[src/rtl/b08_sched_pkg.sv]
// Shared types and constants for the b08 job scheduler.
package b08_sched_pkg;

  typedef enum logic [1:0] {
    IDLE    = 2'd0,
    ISSUE   = 2'd1,
    WAIT    = 2'd2,
    CAPTURE = 2'd3
  } state_t;

  localparam int DATA_W = 8;
  localparam int RES_W  = 4;

  // Ceiling log2, never below 1 so a 1-bit field always exists.
  function automatic int clog2(input int n);
    int r;
    r = 1;
    for (int i = 1; i < 31; i++) begin
      if ((32'd1 << i) < 32'(n)) r = i + 1;
      else r = r;
    end
    return r;
  endfunction

endpackage

[src/rtl/b08_job_scheduler_rr_arbiter.sv]
// Combinational round-robin pick: first eligible index after ptr, wrapping.
module rr_arbiter
  import b08_sched_pkg::*;
#(
  parameter int NREQ  = 4,
  parameter int IDX_W = clog2(NREQ)
) (
  input  logic [NREQ-1:0]  eligible,
  input  logic [IDX_W-1:0] ptr,
  output logic [NREQ-1:0]  grant,
  output logic [IDX_W-1:0] idx,
  output logic             any
);

  // Scan from ptr+1 around to ptr; the first hit wins.
  always_comb begin : scan_p
    logic [IDX_W-1:0] k_s;
    logic             hit_s;
    k_s   = '0;
    hit_s = 1'b0;
    grant = '0;
    idx   = '0;
    any   = 1'b0;
    for (int i = 1; i <= NREQ; i++) begin
      k_s        = IDX_W'((int'(ptr) + i) % NREQ);
      hit_s      = eligible[k_s] & ~any;
      grant[k_s] = grant[k_s] | hit_s;
      idx        = hit_s ? k_s : idx;
      any        = any | hit_s;
    end
  end

endmodule

[src/rtl/b08_job_scheduler.sv]
// Time-shares one b08 core between NREQ requesters with round-robin grants
// and a one-deep result buffer per requester.
module b08_job_scheduler
  import b08_sched_pkg::*;
#(
  parameter int NREQ     = 4,
  parameter int CORE_LAT = 11,
  parameter int CNT_W    = 16
) (
  input  logic                     clock,
  input  logic                     reset,
  input  logic [NREQ-1:0]          req_valid,
  input  logic [NREQ*DATA_W-1:0]   req_data,
  output logic [NREQ-1:0]          req_ready,
  output logic [NREQ-1:0]          rsp_valid,
  output logic [NREQ*RES_W-1:0]    rsp_data,
  input  logic [NREQ-1:0]          rsp_ready,
  output logic                     core_start,
  output logic [DATA_W-1:0]        core_i,
  input  logic [RES_W-1:0]         core_o,
  output logic                     busy,
  output logic [clog2(NREQ)-1:0]   grant_id,
  output logic [CNT_W-1:0]         jobs_done
);

  localparam int IDX_W = clog2(NREQ);
  localparam int WT_W  = clog2(CORE_LAT);

  state_t                  state_r, state_n_s;
  logic [WT_W-1:0]         wait_cnt_r;
  logic [IDX_W-1:0]        ptr_r, grant_id_r, win_idx_s;
  logic                    core_start_r, busy_r, win_any_s;
  logic [DATA_W-1:0]       core_i_r;
  logic [CNT_W-1:0]        jobs_done_r;
  logic [NREQ-1:0]         rsp_valid_r, rsp_valid_n_s, eligible_s, grant_s, cap_vec_s;
  logic [NREQ*RES_W-1:0]   rsp_data_r;

  // A requester still holding an unread result is not eligible.
  assign eligible_s = req_valid & ~rsp_valid_r;

  rr_arbiter #(.NREQ(NREQ), .IDX_W(IDX_W)) u_arb (
    .eligible (eligible_s),
    .ptr      (ptr_r),
    .grant    (grant_s),
    .idx      (win_idx_s),
    .any      (win_any_s)
  );

  // Next state, capture vector, response-valid update and accept strobe.
  always_comb begin
    state_n_s = state_r;
    case (state_r)
      IDLE:    state_n_s = win_any_s ? ISSUE : IDLE;
      ISSUE:   state_n_s = WAIT;
      WAIT:    state_n_s = (wait_cnt_r == WT_W'(32'd1)) ? CAPTURE : WAIT;
      CAPTURE: state_n_s = IDLE;
      default: state_n_s = IDLE;
    endcase
    cap_vec_s             = '0;
    cap_vec_s[grant_id_r] = (state_r == CAPTURE);
    rsp_valid_n_s         = (rsp_valid_r & ~rsp_ready) | cap_vec_s;
    req_ready             = (state_r == IDLE) ? grant_s : '0;
  end

  // State register, datapath latches, result buffers and job counter.
  always_ff @(posedge clock) begin
    if (reset) begin
      state_r      <= IDLE;
      wait_cnt_r   <= '0;
      ptr_r        <= IDX_W'(NREQ - 1);
      core_start_r <= 1'b0;
      core_i_r     <= '0;
      busy_r       <= 1'b0;
      grant_id_r   <= '0;
      jobs_done_r  <= '0;
      rsp_valid_r  <= '0;
      rsp_data_r   <= '0;
    end else begin
      state_r      <= state_n_s;
      core_start_r <= (state_n_s == ISSUE);
      busy_r       <= (state_n_s != IDLE);
      rsp_valid_r  <= rsp_valid_n_s;
      case (state_r)
        IDLE: begin
          if (win_any_s) begin
            core_i_r   <= req_data[DATA_W*win_idx_s +: DATA_W];
            grant_id_r <= win_idx_s;
            ptr_r      <= win_idx_s;
          end
        end
        ISSUE:   wait_cnt_r <= WT_W'(CORE_LAT - 1);
        WAIT:    wait_cnt_r <= wait_cnt_r - WT_W'(32'd1);
        CAPTURE: begin
          rsp_data_r[RES_W*grant_id_r +: RES_W] <= core_o;
          if (jobs_done_r != '1) jobs_done_r <= jobs_done_r + CNT_W'(32'd1);
        end
        default: wait_cnt_r <= wait_cnt_r;
      endcase
    end
  end

  assign core_start = core_start_r;
  assign core_i     = core_i_r;
  assign busy       = busy_r;
  assign grant_id   = grant_id_r;
  assign jobs_done  = jobs_done_r;
  assign rsp_valid  = rsp_valid_r;
  assign rsp_data   = rsp_data_r;

endmodule

[config.mk]
export PLATFORM = sky130hd
export DESIGN_NAME = b08_job_scheduler
export DESIGN_NICKNAME = d
export VERILOG_FILES = /design/src/rtl/b08_sched_pkg.sv /design/src/rtl/b08_job_scheduler_rr_arbiter.sv /design/src/rtl/b08_job_scheduler.sv
export SDC_FILE = /design/constraint.sdc
export NUM_CORES = 1
export LEC_CHECK = 0
export CAP_MARGIN = 20
export CORE_MARGIN = 8
export CORE_UTILIZATION = 49
export CTS_BUF_LIST = sky130_fd_sc_hd__clkbuf_4
export DETAILED_ROUTE_END_ITERATION = 8
export GPL_TIMING_DRIVEN = 0
export PLACE_DENSITY = 0.89
export SETUP_SLACK_MARGIN = 0.1
export SLEW_MARGIN = 20
export SYNTH_ARGS = -nofsm -noshare
export SYNTH_HDL_FRONTEND = slang
export SYNTH_SLANG_ARGS = --single-unit
[constraint.sdc]
create_clock -name clock -period 3.9 [get_ports clock]
set_input_delay 0.78 -clock clock [delete_from_list [all_inputs] [get_ports clock]]
set_output_delay 0.78 -clock clock [all_outputs]
set_load 0.03 [all_outputs]
==> results.json <==
{
  "clk_pin_slew_ns": 0.15,
  "wirelength_um": 10020,
  "synthCells": 376,
  "top_usage_layer": "met2",
  "std_cell_rows": 30,
  "fin_cells": 574,
  "multiInputGateArea_um2": 2236,
  "grt-ovfl-total": 0,
  "synthXorXnorAreaFrac_pct": 2.899,
  "syn_area_per_cell_um2": 8.838,
  "powerDensity_nw_per_um2": 589.9,
  "start_kind": "flip-flop",
  "skew_ns": 0.01083,
  "synth-async-reset-ratio_pct": 0,
  "ir_drop_mv": 0.2613,
  "synth-simple-area-share_pct": 22.48,
  "firstDrtPassIters": 4,
  "synth.area.mux_share_pct": 11.90,
  "slowest_stage": "or4b_4",
  "place_inst": 552,
  "hold_ws_ns": 0.5142,
  "use_met3_pct": 3.983,
  "initial_core_util_pct": 49.74,
  "internal_power_mw": 1.582,
  "cts_hold_buf": 0,
  "p_clk_share_pct": 10.6,
  "required_ns": 3.12,
  "p_leak_nw": 1.852,
  "power_mw": 2.819,
  "clk_latency_ns": 0.37,
  "slew_headroom_pct": 52.67,
  "die_w_um": 98.35,
  "rsz0062_at_grt": "yes",
  "setup_ws_ns": -0.2044,
  "core-area_um2": 6681,
  "violations": "setup timing",
  "placed_cell_area_um2": 4420,
  "grt_pass1_wl_um": 16180,
  "max_freq_mhz": 243.6,
  "hold_class": "flip-flop to flip-flop",
  "synthAdderAreaFrac_pct": 5.648,
  "yosysTopAreaCell": "dfxtp_1",
  "p_sw_mw": 1.238,
  "hold_viol": 0,
  "hpwl_um": 7488,
  "num_io_pins": 98,
  "critPathKind": "flip-flop to primary output",
  "drcViolationCount": 0,
  "synth.most_common_cell": "nor2_1",
  "status": "finished with violations",
  "yosysSeqAreaShare_pct": 33.73,
  "synth_fp_nets": 437,
  "final_area_um2": 4780,
  "tightest_slew_ns": 0.7001,
  "io_buffers": 96,
  "track_usage_pct": 19.98,
  "ys.flop_type": "dfxtp_1",
  "synth-compound-area-share_pct": 18.07,
  "vias": 3306,
  "drive_above_1_share_pct": 15.99,
  "area_delta_synth_final_pct": 43.83,
  "p_seq_share_pct": 24.4,
  "layout_min_cycle_time_ns": 4.104,
  "cts_tree": "done",
  "ys_ff_latch": 56,
  "fillers": 514,
  "fp.dieArea_um2": 9673,
  "ant_nets": 0,
  "met1_usage_pct": 22.19,
  "cp_top_family": "simple AND/OR/NAND/NOR gates",
  "path_cells": "buf_6 -> inv_6 -> ha_4 -> or4b_4 -> o31ai_4 -> or3_4 -> nand2_4 -> a221oi_1 -> a21oi_4 -> nor3b_4 -> o41ai_2 -> buf_4",
  "synth_common_cells": "nor2_1, dfxtp_1, mux2i_1",
  "met2_usage_pct": 37.47,
  "crit_buf_inv": 3,
  "regArea_um2": 1126,
  "synth_top_family_by_area": "simple AND/OR/NAND/NOR gates",
  "swShare_pct": 43.90,
  "gp_congestion": 0.9100,
  "clock-root-buffer": "clkbuf_4",
  "min_period_over_period_pct": 105.2,
  "nets": 554,
  "h-tree-depth": 2,
  "synth_area_um2": 3323,
  "drv_slew": 0,
  "max_cap_violations": 0,
  "grt_pass1_vias": 3332,
  "insertedDiodeCount": 0,
  "grt_max_degree": 17,
  "cts-buffers-inserted": 5,
  "yosys_warnings": 0,
  "fp.dieH_um": 98.35,
  "finalSetupViolations": 4,
  "synthTopCellsByArea": "dfxtp_1, mux2i_1, nor2_1",
  "cp_max_fo": 8,
  "clockBufferDepth": 2,
  "max_stage_delay_ns": 0.53,
  "ys_types": 61,
  "routedWlPerCell_um": 17.45,
  "antenna_found_initial": 0,
  "cts.sinks": 56,
  "synth_edf_count": 0,
  "yosysTopAreaCellShare_pct": 33.73,
  "dr.first_iter.drc_count": 189,
  "power_frac_comb_pct": 65.0,
  "vias_per_cell": 5.760,
  "cp.arrival_ns": 3.32,
  "crit_path_end_kind": "primary output"
}
[repair_timing]
| action | 4_1_cts | 5_1_grt |
|---|---|---|
| setup buffers | 12 | 3 |
| cloned | 0 | 0 |
| endpoints found under the setup margin | 4 | 4 |
| pin swaps | 8 | 15 |
| gates resized for setup | 62 | 5 |
[layout by cell type, fill, tap and decap left out, drive strengths merged, types with 11 or more instances in the layout]
cell type       n
a21oi          18
a22oi          17
buf            27
clkbuf         15
clkdlybuf4s50  88
dfxtp          56
ha             15
inv            19
mux2i          35
nand2          18
nand2b         11
nand3          14
nor2           59
[sequential cells by signal, summed over array words and instances (netlist names)]
signal and count:
wait_cnt_r 4, ptr_r 2, rsp_data 16, core_i 8, core_start 1, grant_id 2, busy 1, jobs_done 16
state_r 2, rsp_valid 4
[cell type report]
cell class                 instances  share of cell area, %
sequential                        56                  23.56
inverter                          19                  1.702
multi-input combinational        282                  46.78
timing repair buffer             111                  22.23
clock inverter                     3                 0.7853
clock buffer                       5                 0.7853
buffer                            18                  2.068
tap                               80                  2.094
[power by group through the flow]
stage / sequential (mW) / clock (mW) / combinational [mW]
3_5_place_dp: 0.704 / 0 / 1.46
4_1_cts: 0.687 / 0.305 / 1.74
5_1_grt: 0.698 / 0.329 / 1.95
3_3_place_gp: 0.699 / 0 / 1.43
2_1_floorplan: 0.782 / 0 / 0.990
6_report: 0.689 / 0.299 / 1.83
[tightest hold or removal path: stages (launching register included)]
cell and delay [ns]:
dfxtp_1 0.36, o21ai_0 0.07, a21oi_1 0.06
[layer usage]
layer / wire length [um] / share of wire, %
met1: 4110 / 41
met2: 5274 / 53
met3: 497 / 5.0
met4: 137 / 1.4
met5: 0 / 0
[worst paths after layout]
| kind | endpoint | slack, ns | start | cells past startpoint |
|---|---|---|---|---|
| worst max-delay path | req_ready[1] | -0.20 | ptr_r[1] | 12 |
| worst min register to register | jobs_done[10] | 0.51 | jobs_done[10] | 2 |
| worst max register to register | core_i[0] | 1.03 | ptr_r[1] | 12 |
| worst min-delay path | jobs_done[10] | 0.51 | jobs_done[10] | 2 |
[through the flow]
stage | utilization (%) | worst slack (ns) | TNS [ns]
detailed placement | 66.16 | -0.8983 | -3.440
finish | 71.54 | -0.2044 | -0.6169
global placement | 66.16 | -0.8539 | -3.356
CTS | 71.09 | -0.3139 | -0.8936
global route | 71.54 | -0.3200 | -1.106
floorplan | - | 0.007411 | 0
[cell families after synthesis]
group / Yosys count
adders and majority gates: 15
DFF: 56
muxes: 37
xor gates and xnor gates: 11
and+or+nand+nor: 143
buffers and inverters: 38
AOI/OAI and AO/OA: 76
No activity file was read; power rests on OpenSTA's default activity.
